<file path="src/rtl/dram_line_arbiter.sv">
// Line-granular DRAM port arbiter shared by the instruction cache (refill)
// and the data cache (refill / write-back), with round-robin and watchdog.
//
// Ports:
//   clk_i, rst_i                 clock, synchronous active-high reset
//   ic_req_i, ic_add_i           icache line read request and byte address
//   ic_gnt_o, ic_valid_o         grant pulse, response pulse
//   ic_data_o                    returned line
//   dc_req_i, dc_we_i            dcache request, 1 = write-back
//   dc_add_i, dc_data_i          dcache byte address, write-back line
//   dc_gnt_o, dc_valid_o         grant pulse, response pulse
//   dc_data_o                    returned line (0 for writes)
//   mem_add_o, mem_data_o        DRAM line address and write data
//   mem_re_o, mem_we_o           DRAM enables, held for the whole access
//   mem_rvalid_i, mem_wvalid_i   DRAM completion strobes
//   mem_data_i                   DRAM read data
//   busy_o                       transaction in flight
//   timeout_o                    sticky watchdog flag
module dram_line_arbiter #(
    parameter int ByteOffsetBits = 5,
    parameter int TIMEOUT_CYCLES = 64,
    localparam int LINE_SIZE = 8 * (2 ** ByteOffsetBits)
) (
    input  logic                 clk_i,
    input  logic                 rst_i,
    input  logic                 ic_req_i,
    input  logic [31:0]          ic_add_i,
    output logic                 ic_gnt_o,
    output logic                 ic_valid_o,
    output logic [LINE_SIZE-1:0] ic_data_o,
    input  logic                 dc_req_i,
    input  logic                 dc_we_i,
    input  logic [31:0]          dc_add_i,
    input  logic [LINE_SIZE-1:0] dc_data_i,
    output logic                 dc_gnt_o,
    output logic                 dc_valid_o,
    output logic [LINE_SIZE-1:0] dc_data_o,
    output logic [31:0]          mem_add_o,
    output logic                 mem_we_o,
    output logic [LINE_SIZE-1:0] mem_data_o,
    input  logic                 mem_wvalid_i,
    output logic                 mem_re_o,
    input  logic                 mem_rvalid_i,
    input  logic [LINE_SIZE-1:0] mem_data_i,
    output logic                 busy_o,
    output logic                 timeout_o
);

    localparam int CntW = (TIMEOUT_CYCLES > 2) ? $clog2(TIMEOUT_CYCLES) : 1;
    localparam logic [CntW-1:0] CntLast = CntW'(TIMEOUT_CYCLES - 1);
    localparam logic [31:0] AddrMask = ~((32'd1 << ByteOffsetBits) - 32'd1);

    typedef enum logic [1:0] {
        S_IDLE,
        S_READ,
        S_WRITE,
        S_RESP
    } state_t;

    state_t               r_state,    w_state;
    logic                 r_last_dc,  w_last_dc;
    logic                 r_own_dc,   w_own_dc;
    logic [31:0]          r_add,      w_add;
    logic [LINE_SIZE-1:0] r_wdata,    w_wdata;
    logic [CntW-1:0]      r_cnt,      w_cnt;
    logic                 r_ic_gnt,   w_ic_gnt;
    logic                 r_dc_gnt,   w_dc_gnt;
    logic                 r_ic_valid, w_ic_valid;
    logic                 r_dc_valid, w_dc_valid;
    logic [LINE_SIZE-1:0] r_ic_data,  w_ic_data;
    logic [LINE_SIZE-1:0] r_dc_data,  w_dc_data;
    logic                 r_re,       w_re;
    logic                 r_we,       w_we;
    logic                 r_busy,     w_busy;
    logic                 r_timeout,  w_timeout;

    logic w_pick_dc;
    logic w_pick_ic;
    logic w_done;
    logic w_expire;

    // r_last_dc remembers who was served last; on a tie the other side wins.
    assign w_pick_dc = dc_req_i & (~ic_req_i | ~r_last_dc);
    assign w_pick_ic = ic_req_i & ~w_pick_dc;

    // Only the strobe matching the active direction counts.
    assign w_done   = (r_state == S_READ)  ? mem_rvalid_i :
                      (r_state == S_WRITE) ? mem_wvalid_i : 1'b0;
    assign w_expire = (r_cnt == CntLast);

    always_comb begin
        w_state    = r_state;
        w_last_dc  = r_last_dc;
        w_own_dc   = r_own_dc;
        w_add      = r_add;
        w_wdata    = r_wdata;
        w_cnt      = r_cnt;
        w_re       = r_re;
        w_we       = r_we;
        w_timeout  = r_timeout;
        w_ic_gnt   = 1'b0;
        w_dc_gnt   = 1'b0;
        w_ic_valid = 1'b0;
        w_dc_valid = 1'b0;
        w_ic_data  = '0;
        w_dc_data  = '0;

        unique case (r_state)
            S_IDLE: begin
                w_cnt = '0;
                if (w_pick_dc) begin
                    w_own_dc  = 1'b1;
                    w_last_dc = 1'b1;
                    w_dc_gnt  = 1'b1;
                    w_add     = dc_add_i & AddrMask;
                    w_wdata   = dc_we_i ? dc_data_i : '0;
                    w_state   = dc_we_i ? S_WRITE : S_READ;
                    w_we      = dc_we_i;
                    w_re      = ~dc_we_i;
                end else if (w_pick_ic) begin
                    w_own_dc  = 1'b0;
                    w_last_dc = 1'b0;
                    w_ic_gnt  = 1'b1;
                    w_add     = ic_add_i & AddrMask;
                    w_wdata   = '0;
                    w_state   = S_READ;
                    w_we      = 1'b0;
                    w_re      = 1'b1;
                end
            end
            S_READ, S_WRITE: begin
                if (w_done || w_expire) begin
                    w_state    = S_RESP;
                    w_re       = 1'b0;
                    w_we       = 1'b0;
                    w_ic_valid = ~r_own_dc;
                    w_dc_valid = r_own_dc;
                    // A real completion beats an expiring watchdog.
                    if (w_done && r_state == S_READ) begin
                        if (r_own_dc) begin
                            w_dc_data = mem_data_i;
                        end else begin
                            w_ic_data = mem_data_i;
                        end
                    end
                    if (!w_done) begin
                        w_timeout = 1'b1;
                    end
                end else begin
                    w_cnt = r_cnt + CntW'(1);
                end
            end
            S_RESP: begin
                w_state = S_IDLE;
            end
            default: begin
                w_state = S_IDLE;
                w_re    = 1'b0;
                w_we    = 1'b0;
            end
        endcase

        w_busy = (w_state != S_IDLE);
    end

    always_ff @(posedge clk_i) begin
        if (rst_i) begin
            r_state    <= S_IDLE;
            r_last_dc  <= 1'b0;
            r_own_dc   <= 1'b0;
            r_add      <= '0;
            r_wdata    <= '0;
            r_cnt      <= '0;
            r_ic_gnt   <= 1'b0;
            r_dc_gnt   <= 1'b0;
            r_ic_valid <= 1'b0;
            r_dc_valid <= 1'b0;
            r_ic_data  <= '0;
            r_dc_data  <= '0;
            r_re       <= 1'b0;
            r_we       <= 1'b0;
            r_busy     <= 1'b0;
            r_timeout  <= 1'b0;
        end else begin
            r_state    <= w_state;
            r_last_dc  <= w_last_dc;
            r_own_dc   <= w_own_dc;
            r_add      <= w_add;
            r_wdata    <= w_wdata;
            r_cnt      <= w_cnt;
            r_ic_gnt   <= w_ic_gnt;
            r_dc_gnt   <= w_dc_gnt;
            r_ic_valid <= w_ic_valid;
            r_dc_valid <= w_dc_valid;
            r_ic_data  <= w_ic_data;
            r_dc_data  <= w_dc_data;
            r_re       <= w_re;
            r_we       <= w_we;
            r_busy     <= w_busy;
            r_timeout  <= w_timeout;
        end
    end

    assign ic_gnt_o   = r_ic_gnt;
    assign ic_valid_o = r_ic_valid;
    assign ic_data_o  = r_ic_data;
    assign dc_gnt_o   = r_dc_gnt;
    assign dc_valid_o = r_dc_valid;
    assign dc_data_o  = r_dc_data;
    assign mem_add_o  = r_add;
    assign mem_data_o = r_wdata;
    assign mem_re_o   = r_re;
    assign mem_we_o   = r_we;
    assign busy_o     = r_busy;
    assign timeout_o  = r_timeout;

endmodule
</file>
<file path="config.mk">
export PLATFORM = sky130hd
export DESIGN_NAME = dram_line_arbiter
export DESIGN_NICKNAME = d
export VERILOG_FILES = /design/src/rtl/dram_line_arbiter.sv
export SDC_FILE = /design/constraint.sdc
export NUM_CORES = 1
export LEC_CHECK = 0
export ABC_AREA = 1
export BUFFER_PORTS_ARGS = -buffer_cell sky130_fd_sc_hd__buf_2
export CORE_AREA = 3 3 548 550
export DETAILED_ROUTE_END_ITERATION = 7
export DIE_AREA = 0 0 551 553
export REMOVE_ABC_BUFFERS = 1
export SLEW_MARGIN = 5
export SYNTH_ARGS = -nofsm -noshare
export SYNTH_HDL_FRONTEND = slang
export SYNTH_SLANG_ARGS = --single-unit
</file>
<file path="constraint.sdc">
create_clock -name clk_i -period 4.4 [get_ports clk_i]
set_clock_uncertainty 0.1 [all_clocks]
set_input_delay 0.88 -clock clk_i [delete_from_list [all_inputs] [get_ports clk_i]]
set_output_delay 0.88 -clock clk_i [all_outputs]
set_load 0.01 [all_outputs]
</file>
==> summary.md <==
| Metric | Value |
|---|---|
| # clock sinks | about 810 |
| Die Wd | 551 um |
| Max Slew Vio Count | 0 |
| Synth Area in Compound Gates | 6.426% |
| Critical Path RT | a little under 5000 ps |
| #FFs+latches synth | 812 |
| Largest family of logic cells by synthesized area | simple AND/OR/NAND/NOR gates |
| Synth cell types | 25 |
| Total core area | 0.2963 mm^2 |
| Detailed Routing Iterations Pass 1 | 5 |
| Post-synth EDFFs | 0 |
| Worst r2r src | r_state[1] |
| Main synth FF type | dfxtp_1 |
| CP Launch Type | register |
| Cell taking the most area after synthesis | dfxtp_1 |
| Area grow syn2layout | 58.66% |
| Drt wl/cell | 29.07 um |
| Vias in the first global route | 23670 |
| Most frequent cells after synthesis | dfxtp_1 (812), nand2_1 (360), nor2_1 (320) |
| Critical Path Start | r_state[1] |
| Placer Congestion | 0.9529 |
| Worst Hold Slack | 181.3 ps |
| Synth top area share | 63.97% |
| Worst Setup End Kind | register |
| Max VDD drop | between 0.0002 and 0.0003 V |
| Largest net degree at the start of global routing | roughly 150 |
| Gr usage total | around 15% |
| Post-CTS sizing | 0 |
| Run status | finished, final reports clean |
| Critical path class | reg -> reg |
| First-pass GRT wire length | 286200 um |
| Number of H-tree levels | 3 |
| Leak | 19.05 nW |
| Worst-path clk slew | 60 ps |
| DR vias/cell | 3.069 |
| Syn_area_per_cell | 9.223 um^2 |
| Die height | 553 um |
| Period minus WS final | 2651 ps |
| Slew HR | 40.92% |
| CTS max path bufs | 4 |
| Antenna-violating nets left | 0 |
| Root buffer cell | clkbuf_16 |
| Proportion of synthesized area in mux cells | 0% |
| Count leader, synth | dfxtp_1 |
| Slew @ Worst Pin | 886.2 ps |
| Num CTS Buffers | approximately 100 |
| Cts hold-fix bufs | 0 |
| Worst hold path class | in -> reg |
| RSZ-0062 raised after global routing | no |
| Share of the cycle needed by the critical path after routing | 60.26% |
| Via count | approximately 25000 |
| Post-Syn Area | between 0.02 and 0.03 mm^2 |
| Starting Density | 8.576% |
| Worst skew pair latency | roughly 780 ps |
| Arrival time at the worst endpoint | 3200 ps |
| F_max | 0.3772 GHz |
| IO Pins | between 1000 and 1500 |
| Post-Route WL | 237900 um |
| Max-cap violation count | 0 |
| HPWL after DPL | 208000 um |
| # DRC | 0 |
| Synth warn | 0 |
| Post-Syn Instances | around 2800 |
| Layout cells sized above 1 | a little over two fifths |
| Xor/xnor share of the synthesized area | 0% |
| Cell Rows | 200 |
| Adder and majority gate portion of the synthesized area | 0.2462% |
| CP max stage cell | dfxtp_1 |
| Die area | 0.3047 mm^2 |
| HP Start | mem_data_i[245] |
| Nets | approximately 4700 |
| # setup viols final | 0 |
| Crit Path Max Fanout | 55 |
| Seq/Total Area, Yosys | 63.97% |
| Final Hold Viols | 0 |
| Post-synthesis simple-gate area fraction | 20.79% |
| CTS tree | yes |
| Setup bufs post-CTS | 0 |
| DR iter-0 viols | 1585 |
| # port buffers | 1375 |
| Power per cell area | 450.1 mW/mm^2 |
| Post-synth ARST share | 0% |
| Synth top area cells | dfxtp_1 (64%), nand3_1 (5.5%), nand2_1 (5.3%) |
| Cells along the critical path | inv_1 > ha_1 > nand2_1 > inv_2 > nor2_1 > nand2_2 > nand2_2 > nor2_4 > nand2_8 > buf_12 > nor2_1 |
| Largest stage delay, worst path | 380 ps |
| GRT overflow | 0 |
| Initial antenna violation count | about 300 |
| Fin Setup TNS | 0 ps |
metrics by stage:
| step | utilization, % | std cells | area [um^2] | total power, mW | setup slack, ps |
|---|---|---|---|---|---|
| floorplan | - | 2571 | 24300 | 8.351 | -6422 |
| global placement | 12.34 | 7921 | 36570 | 9.325 | 1371 |
| detailed placement | 12.34 | 7921 | 36570 | 9.330 | 1379 |
| CTS | 13.54 | 8106 | 40120 | 18.50 | 1693 |
| global route | 13.57 | 8142 | 40210 | 18.85 | 1549 |
| finish | 13.61 | 8185 | 40310 | 18.15 | 1749 |
worst paths after layout:
check | to | cells after the start | slack, ps
worst max-delay path | dc_data_o[217] | 11 | 1750
worst min register to register | mem_data_o[193] | 2 | 360
worst max register to register | dc_data_o[217] | 11 | 1750
worst min-delay path | ic_data_o[245] | 3 | 180
area by class of cell:
cell class | count | area [um^2]
clock inverter | 46 | 613.1
inverter | 279 | 1047
tap | 3939 | 4928
antenna | 79 | 197.7
sequential | 812 | 16260
clock buffer | 139 | 2935
timing repair buffer | 1411 | 7300
multi-input combinational | 1480 | 7038
fill | 34050 | 256000
logic make-up after synthesis:
| logic type | Yosys count |
|---|---|
| buffers and inverters | 467 |
| and+or+nand+nor | 1171 |
| adders and majority gates | 5 |
| other | 1 |
| DFF | 812 |
| AOI/OAI and AO/OA | 299 |
state kept, by name, indices dropped and copies added, names as in the netlist:
name        flops
ic_gnt_o        1
ic_valid_o      1
r_own_dc        1
mem_add_o      27
dc_gnt_o        1
busy_o          1
r_state         2
mem_we_o        1
timeout_o       1
mem_data_o    256
dc_data_o     256
ic_data_o     256
r_cnt           6
mem_re_o        1
dc_valid_o      1
layer usage:
metal,global-route usage [%],up-vias,part of all wire [%]
met5,0,-,0.33
met4,6.236,116,5.8
met3,12.13,709,18
met2,24.25,1605,44
met1,13.61,11380,32
li1,-,11310,-
cells in the final DEF (no fill, tap or decap), types with 4 or more instances in the layout:
cell type,synthesis,final
o21ai_0,4,4
buf_12,0,11
clkinv_4,0,6
dfxtp_1,812,812
diode_2,0,79
ha_1,5,5
nor2_1,320,320
inv_1,275,275
a21oi_1,266,266
o211a_1,27,27
clkbuf_8,0,18
bufinv_16,0,12
buf_2,70,1374
nor2_2,202,201
conb_1,1,5
nand3_1,278,278
clkinvlp_4,0,6
clkbuf_16,0,105
clkinv_2,0,13
inv_6,0,8
buf_4,34,25
nand2_1,360,359
clkbuf_1,54,16
worst max-delay path, delay by kind of cell (launching register included):
family / cells / cell delay [ps]
buf+inv: 3 / 540
fa+ha+maj: 1 / 190
flops: 1 / 380
simple gates: 7 / 1070
where the power goes:
group	total [mW]	internal [mW]	switching (mW)	leakage, nW
Clock	9.01	5.39	3.62	1.73
Sequential	7.58	7.50	0.0761	6.56
Combinational	1.55	0.473	1.08	10.8
Total	18.1	13.4	4.78	19.1
No activity file was read; power rests on OpenSTA's default activity.
